===== src/rtl/ecc_scrub_controller_if.sv =====
// Host transaction bus and ECC datapath bus seen by the scrub controller.
// The controller takes the slave view; the host/memory environment takes the master view.
interface ecc_scrub_controller_if;
    logic       host_req;
    logic       host_we;
    logic [3:0] host_addr;
    logic [7:0] host_wdata;
    logic       host_ready;
    logic [7:0] host_rdata;
    logic       host_rvalid;
    logic       host_err;

    logic [3:0] mem_addr;
    logic       mem_wr_en;
    logic [7:0] mem_wdata;
    logic [7:0] mem_rdata;
    logic       mem_err_corrected;

    modport slave (
        input  host_req, host_we, host_addr, host_wdata,
        input  mem_rdata, mem_err_corrected,
        output host_ready, host_rdata, host_rvalid, host_err,
        output mem_addr, mem_wr_en, mem_wdata
    );

    modport master (
        output host_req, host_we, host_addr, host_wdata,
        output mem_rdata, mem_err_corrected,
        input  host_ready, host_rdata, host_rvalid, host_err,
        input  mem_addr, mem_wr_en, mem_wdata
    );
endinterface


===== src/rtl/ecc_scrub_controller.sv =====
// ECC scrub controller: arbitrates host reads/writes against a periodic background
// scrub walk of a 16-word ECC memory, writing back any word the decoder had to correct.
module ecc_scrub_controller #(
    parameter int unsigned SCRUB_INTERVAL = 64
) (
    input  logic                         clk,
    input  logic                         rst,
    ecc_scrub_controller_if.slave        bus,
    input  logic                         scrub_en,
    output logic [7:0]                   err_count,
    output logic                         scrub_busy,
    output logic                         scrub_pass_done
);

    localparam logic [2:0] IDLE     = 3'd0;
    localparam logic [2:0] HOST_RD  = 3'd1;
    localparam logic [2:0] HOST_WR  = 3'd2;
    localparam logic [2:0] HOST_WB  = 3'd3;
    localparam logic [2:0] SCRUB_RD = 3'd4;
    localparam logic [2:0] SCRUB_WB = 3'd5;

    localparam logic [15:0] CNT_LAST = 16'(SCRUB_INTERVAL - 1);

    logic [2:0]  state;
    logic [2:0]  state_nxt;
    logic        start_scrub;
    logic        count_err;

    logic [3:0]  addr_lat;
    logic [7:0]  wdata_lat;
    logic [7:0]  rdata_q;
    logic        rvalid_q;
    logic        err_q;

    logic [3:0]  scrub_ptr;
    logic [3:0]  scrub_addr;
    logic [7:0]  scrub_data;
    logic [15:0] interval_cnt;
    logic        scrub_pending;
    logic        pass_done_q;
    logic [7:0]  err_cnt_q;

    logic [3:0]  mem_addr_c;
    logic [7:0]  mem_wdata_c;
    logic        mem_wr_en_c;
    logic        host_ready_c;

    function automatic logic [7:0] sat_inc8(input logic [7:0] v);
        return (v == 8'hFF) ? v : v + 8'd1;
    endfunction

    // Next-state decode: host always wins over a pending scrub step
    always_comb begin
        state_nxt   = IDLE;
        start_scrub = 1'b0;
        case (state)
            IDLE: begin
                if (bus.host_req) begin
                    state_nxt = bus.host_we ? HOST_WR : HOST_RD;
                end else if (scrub_pending) begin
                    state_nxt   = SCRUB_RD;
                    start_scrub = 1'b1;
                end
            end
            HOST_RD:  state_nxt = bus.mem_err_corrected ? HOST_WB : IDLE;
            SCRUB_RD: state_nxt = bus.mem_err_corrected ? SCRUB_WB : IDLE;
            default:  state_nxt = IDLE;
        endcase
    end

    // Datapath drive is a pure decode of the current state, so reset silences it at once
    always_comb begin
        mem_addr_c   = 4'h0;
        mem_wdata_c  = 8'h00;
        mem_wr_en_c  = 1'b0;
        host_ready_c = 1'b0;
        case (state)
            HOST_WR: begin
                mem_addr_c   = addr_lat;
                mem_wdata_c  = wdata_lat;
                mem_wr_en_c  = 1'b1;
                host_ready_c = 1'b1;
            end
            HOST_RD: begin
                mem_addr_c   = addr_lat;
                host_ready_c = 1'b1;
            end
            HOST_WB: begin
                mem_addr_c  = addr_lat;
                mem_wdata_c = rdata_q;
                mem_wr_en_c = 1'b1;
            end
            SCRUB_RD: begin
                mem_addr_c = scrub_ptr;
            end
            SCRUB_WB: begin
                mem_addr_c  = scrub_addr;
                mem_wdata_c = scrub_data;
                mem_wr_en_c = 1'b1;
            end
            default: ;
        endcase
    end

    assign count_err = ((state == HOST_RD) || (state == SCRUB_RD)) && bus.mem_err_corrected;

    always_ff @(posedge clk or negedge rst) begin
        if (!rst) begin
            state     <= IDLE;
            addr_lat  <= 4'h0;
            wdata_lat <= 8'h00;
        end else begin
            state <= state_nxt;
            if ((state == IDLE) && bus.host_req) begin
                addr_lat  <= bus.host_addr;
                wdata_lat <= bus.host_wdata;
            end
        end
    end

    // Host read return stage: data/flag registered at the end of HOST_RD
    always_ff @(posedge clk or negedge rst) begin
        if (!rst) begin
            rdata_q  <= 8'h00;
            rvalid_q <= 1'b0;
            err_q    <= 1'b0;
        end else begin
            rvalid_q <= (state == HOST_RD);
            err_q    <= (state == HOST_RD) && bus.mem_err_corrected;
            if (state == HOST_RD) begin
                rdata_q <= bus.mem_rdata;
            end
        end
    end

    // Scrub read stage: capture corrected word and its address for a possible writeback
    always_ff @(posedge clk or negedge rst) begin
        if (!rst) begin
            scrub_ptr   <= 4'h0;
            scrub_addr  <= 4'h0;
            scrub_data  <= 8'h00;
            pass_done_q <= 1'b0;
        end else begin
            pass_done_q <= (state == SCRUB_RD) && (scrub_ptr == 4'hF);
            if (state == SCRUB_RD) begin
                scrub_data <= bus.mem_rdata;
                scrub_addr <= scrub_ptr;
                scrub_ptr  <= scrub_ptr + 4'd1;
            end
        end
    end

    // Interval timer freezes while a step is pending so a starved step is delayed, never lost
    always_ff @(posedge clk or negedge rst) begin
        if (!rst) begin
            interval_cnt  <= 16'h0000;
            scrub_pending <= 1'b0;
        end else if (!scrub_en) begin
            interval_cnt  <= 16'h0000;
            scrub_pending <= 1'b0;
        end else if (scrub_pending) begin
            if (start_scrub) begin
                scrub_pending <= 1'b0;
            end
        end else if (interval_cnt == CNT_LAST) begin
            interval_cnt  <= 16'h0000;
            scrub_pending <= 1'b1;
        end else begin
            interval_cnt <= interval_cnt + 16'd1;
        end
    end

    always_ff @(posedge clk or negedge rst) begin
        if (!rst) begin
            err_cnt_q <= 8'h00;
        end else if (count_err) begin
            err_cnt_q <= sat_inc8(err_cnt_q);
        end
    end

    assign bus.mem_addr    = mem_addr_c;
    assign bus.mem_wdata   = mem_wdata_c;
    assign bus.mem_wr_en   = mem_wr_en_c;
    assign bus.host_ready  = host_ready_c;
    assign bus.host_rdata  = rdata_q;
    assign bus.host_rvalid = rvalid_q;
    assign bus.host_err    = err_q;

    assign err_count       = err_cnt_q;
    assign scrub_busy      = (state == SCRUB_RD) || (state == SCRUB_WB);
    assign scrub_pass_done = pass_done_q;

endmodule

===== src/flat_wrapper.sv =====
// flat-port wrapper written by rule: the top's interface ports become plain ports
module ecc_scrub_controller_flat 
#(
    parameter int unsigned SCRUB_INTERVAL = 64
)
  (clk, rst, scrub_en, err_count, scrub_busy, scrub_pass_done, bus_host_req, bus_host_we, bus_host_addr, bus_host_wdata, bus_mem_rdata, bus_mem_err_corrected, bus_host_ready, bus_host_rdata, bus_host_rvalid, bus_host_err, bus_mem_addr, bus_mem_wr_en, bus_mem_wdata);
  ecc_scrub_controller_if bus_i ();
  input  logic clk;
  input  logic rst;
  input  logic scrub_en;
  output logic [7:0] err_count;
  output logic scrub_busy;
  output logic scrub_pass_done;
  input wire logic [$bits(bus_i.host_req)-1:0] bus_host_req;
  input wire logic [$bits(bus_i.host_we)-1:0] bus_host_we;
  input wire logic [$bits(bus_i.host_addr)-1:0] bus_host_addr;
  input wire logic [$bits(bus_i.host_wdata)-1:0] bus_host_wdata;
  input wire logic [$bits(bus_i.mem_rdata)-1:0] bus_mem_rdata;
  input wire logic [$bits(bus_i.mem_err_corrected)-1:0] bus_mem_err_corrected;
  output wire logic [$bits(bus_i.host_ready)-1:0] bus_host_ready;
  output wire logic [$bits(bus_i.host_rdata)-1:0] bus_host_rdata;
  output wire logic [$bits(bus_i.host_rvalid)-1:0] bus_host_rvalid;
  output wire logic [$bits(bus_i.host_err)-1:0] bus_host_err;
  output wire logic [$bits(bus_i.mem_addr)-1:0] bus_mem_addr;
  output wire logic [$bits(bus_i.mem_wr_en)-1:0] bus_mem_wr_en;
  output wire logic [$bits(bus_i.mem_wdata)-1:0] bus_mem_wdata;
  assign bus_i.host_req = bus_host_req;
  assign bus_i.host_we = bus_host_we;
  assign bus_i.host_addr = bus_host_addr;
  assign bus_i.host_wdata = bus_host_wdata;
  assign bus_i.mem_rdata = bus_mem_rdata;
  assign bus_i.mem_err_corrected = bus_mem_err_corrected;
  assign bus_host_ready = bus_i.host_ready;
  assign bus_host_rdata = bus_i.host_rdata;
  assign bus_host_rvalid = bus_i.host_rvalid;
  assign bus_host_err = bus_i.host_err;
  assign bus_mem_addr = bus_i.mem_addr;
  assign bus_mem_wr_en = bus_i.mem_wr_en;
  assign bus_mem_wdata = bus_i.mem_wdata;
  ecc_scrub_controller #(.SCRUB_INTERVAL(SCRUB_INTERVAL)) u_core (.clk(clk), .rst(rst), .bus(bus_i), .scrub_en(scrub_en), .err_count(err_count), .scrub_busy(scrub_busy), .scrub_pass_done(scrub_pass_done));
endmodule

===== config.mk =====
export PLATFORM = sky130hd
export DESIGN_NAME = ecc_scrub_controller_flat
export DESIGN_NICKNAME = d
export VERILOG_FILES = /design/src/rtl/ecc_scrub_controller_if.sv /design/src/rtl/ecc_scrub_controller.sv /design/src/flat_wrapper.sv
export SDC_FILE = /design/constraint.sdc
export NUM_CORES = 1
export LEC_CHECK = 0
export CORE_UTILIZATION = 59
export CTS_BUF_LIST = sky130_fd_sc_hd__clkbuf_4 sky130_fd_sc_hd__clkbuf_8
export CTS_CLUSTER_SIZE = 12
export DETAILED_ROUTE_END_ITERATION = 7
export PLACE_DENSITY_LB_ADDON = 0.08
export SLEW_MARGIN = 20
export SYNTH_ARGS = -nofsm -noshare
export SYNTH_HDL_FRONTEND = slang
export SYNTH_SLANG_ARGS = --single-unit

===== constraint.sdc =====
create_clock -name clk -period 3.06 [get_ports clk]
set_input_delay 0.765 -clock clk [delete_from_list [all_inputs] [get_ports clk]]
set_output_delay 0.765 -clock clk [all_outputs]
set_load 0.01 [all_outputs]

==> impl_metrics.csv <==
group,metric,value,unit
timing,fmax,344,MHz
yosys,synth-xor-area-share,3.42,%
pwr,p_leak,1.79,nW
timing,report.final.slew_viol_count,0,
die,dieArea,5950,um^2
yosys,yosys.area_share.simple,18.6,%
clocking,htreeDepth,3,
die,core_area,5270,um^2
pwr,vdd_ir_drop_max,0.392,mV
worst_setup_path,crit_path_end_kind,"primary output",
timing,period_minus_slack,2.91,ns
yosys,ys_top_cells_by_count,"67 x dfrtp_1, 34 x mux2_2, 25 x nand2_1",
global_routing,grt_pass1_vias,2640,
job,drv_cap,0,
timing,setup_viol,0,
global_routing,antenna_found_initial,0,
worst_setup_path,startpoint_type,"flop",
final_layout,area_growth,25.2,%
yosys,ys_ff_latch,67,
pwr,clockPowerShare,24.8,%
routing,wire_per_inst,16.5,um
yosys,synth_fa_ha_area_share,1.13,%
clocking,cts_resized,1,
run_status,status,"finished clean",
die,fp-row-count,26,
die,dieHeight,77.2,um
timing,rsz0062_at_grt,"no",
yosys,synth_cell_type_count,49,
yosys,synth_area_leader_cell,"dfrtp_1",
final_layout,instances_no_fill,445,
timing,hold_viol_final,0,
pwr,power_frac_comb,28.8,%
die,start_util,63.2,%
pwr,p_seq_share,46.4,%
timing,fin_skew,0.00866,ns
routing,viasPerCell,6.02,
placed_design,post_dp_cell_area,4000,um^2
final_layout,drive_gt1_share,18.1,%
clocking,cts_hold_buf,0,
yosys,yosysSeqAreaShare,50.3,%
pwr,power_switching,0.000773,W
final_layout,insertedDiodeCount,0,
clocking,numCtsBuffers,9,
routing,drt_first_pass_iters,4,
pwr,p_sw_share,30.3,%
routing,wl,7360,um
global_routing,grt_max_degree,41,
placed_design,dp_hpwl,5020,um
global_routing,grt_usage,27.1,%
die,boundaryPins,60,
yosys,synth.area.mux_share,11.8,%
die,die_w,77.2,um
routing,drt_iter0_drc,172,
clocking,ctsRootBufferMaster,"clkbuf_8",
placed_design,port_buffers,59,
yosys,yosysTopAreaCellShare,50.3,%
yosys,synthArstFlopShare,100,%
yosys,synth_top_flop_cell,"dfrtp_1",
yosys,synth_edf_count,0,
final_layout,final_area,4170,um^2
routing,dr_total_vias,2677,
worst_setup_path,required,2.29,ns
final_layout,nets,400,
worst_setup_path,arrival,2.14,ns
timing,fin_crit_sh,95.0,%
clocking,clock_path_buffers,2,
routing,drc,0,
hold_path,hp-class,"input port to asynchronous set/reset pin",
global_routing,overflow,0,
clocking,path_clk_slew,0.08,ns
worst_setup_path,critical_path_class,"flop to primary output",
pwr,p_per_area,611,nW/um^2
yosys,synth_area_per_cell,10.8,um^2
placed_design,post-place-cells,430,
placed_design,place_congestion,0.869,
global_routing,grt_pass1_wl,12400,um
yosys,yosys_warnings,0,
clocking,worstSkewPairLatency,0.34,ns
clocking,cts_tree,"yes",
routing,antenna_left,0,
yosys,synth_fp_nets,338,
timing,tightest_slew,0.812,ns
yosys,synthTopCellsByArea,"dfrtp_1 50%, mux2_2 11%, nand2_1 2.8%, a22oi_1 2.5%, and2_1 2.4%",
yosys,syn_inst,309,
pwr,p_int,0.00178,W
clocking,cts_setup_buffers,0,
yosys,synth_top_family_by_area,"simple AND/OR/NAND/NOR gates",
yosys,yosysMostFrequentCell,"dfrtp_1",
yosys,synth_compound_area_share,11.3,%
worst_setup_path,path_max_fanout,8,
clocking,clkSinkCount,67,
timing,relSlewSlack,45.6,%
yosys,synth_area,3330,um^2
timing,finalSetupTns,0,ns
[kinds of logic (layout without fill, tap and decap cells)]
kind of cell | after synthesis | after routing
xor+xnor | 13 | 13
flops | 67 | 67
fa+ha+maj | 3 | 3
buf+inv | 24 | 90
simple gates | 109 | 109
mux | 35 | 35
compound gates | 58 | 58
[layout by cell type, fill, tap and decap left out, types with 2 or more instances in the layout]
cell type and count:
clkdlybuf4s50_1 58, o211ai_1 2, nor2b_1 6, nor4_1 7, clkbuf_8 9, nand2_1 25
clkinv_2 3, and3_1 5, nand4_1 11, ha_1 3, inv_1 6, o21ai_0 16
nor2_1 7, nor3b_1 2, xnor2_1 8, a31oi_1 11, a22oi_1 11, or4_1 2
nand2b_1 3, a21oi_1 6, nand3_1 15, and4_1 3, dfrtp_1 67, mux2_2 34
buf_4 9, and2_1 11, and2_2 2, xor2_1 5, a21o_1 2
[worst max-delay path, stage by stage (launching register included)]
cell	delay, ns
dfrtp_1	0.50
inv_1	0.20
and2_2	0.27
a22oi_1	0.18
o21ai_0	0.14
clkdlybuf4s50_1	0.50
[final cells by class]
class | count | area (um^2)
Sequential cell | 67 | 1680
Multi-Input combinational cell | 218 | 1550
Fill cell | 359 | 1100
Timing Repair Buffer | 69 | 673
Clock buffer | 10 | 131
Tap cell | 70 | 87.6
Clock inverter | 5 | 31.3
Inverter | 6 | 22.5
[path summary, 6_finish.rpt]
path	start	end	cells after the start	slack, ns
worst max-delay path	u_core.state[0]$_DFF_PN0_	bus_mem_addr[1]	5	0.15
max in group asynchronous	rst	u_core.interval_cnt[9]$_DFFE_PN0P_	2	1.98
worst max register to register	u_core.interval_cnt[0]$_DFFE_PN0P_	u_core.interval_cnt[9]$_DFFE_PN0P_	5	0.94
worst min-delay path	rst	u_core.scrub_pass_done$_DFF_PN0_	1	0.44
worst min register to register	u_core.scrub_ptr[2]$_DFFE_PN0N_	u_core.scrub_ptr[2]$_DFFE_PN0N_	1	0.50
min in group clk	u_core.scrub_ptr[2]$_DFFE_PN0N_	u_core.scrub_ptr[2]$_DFFE_PN0N_	1	0.50
[per-layer routing]
layer	vias to the layer above	GRT usage [%]	wire length, um
met5	-	0	0
met1	1326	34.2	3190
li1	1260	-	-
met4	0	10.9	125
met2	78	45.3	3690
met3	13	5.95	361
[power by group through the flow]
| stage | clock network [W] | logic, W | registers, W |
|---|---|---|---|
| after floorplan | 0 | 0.000329 | 0.00120 |
| after global placement | 0 | 0.000721 | 0.00119 |
| after detailed placement | 0 | 0.000734 | 0.00120 |
| after CTS | 0.000639 | 0.000740 | 0.00118 |
| after global routing | 0.000675 | 0.000799 | 0.00121 |
| final | 0.000631 | 0.000734 | 0.00118 |
[sequential cells by signal (all words and copies together), names as in the netlist]
| register | count |
|---|---|
| u_core.interval_cnt | 16 |
| u_core.bus.host_rdata | 8 |
| u_core.err_count | 8 |
| u_core.scrub_data | 8 |
| u_core.wdata_lat | 8 |
| u_core.addr_lat | 4 |
| u_core.scrub_addr | 4 |
| u_core.scrub_ptr | 4 |
| u_core.state | 3 |
| u_core.bus.host_err | 1 |
| u_core.bus.host_rvalid | 1 |
| u_core.scrub_pass_done | 1 |
| u_core.scrub_pending | 1 |
[stage by stage]
step	worst slack (ns)	utilization [%]	hold slack, ns	total power, W
floorplan	0.731	-	0.453	0.00153
global placement	0.421	75.9	0.475	0.00191
detailed placement	0.362	75.9	0.488	0.00193
CTS	0.0547	79.0	0.455	0.00256
global route	0.00329	79.2	0.493	0.00268
finish	0.154	79.2	0.439	0.00255
(Power assumes the default switching activity.)
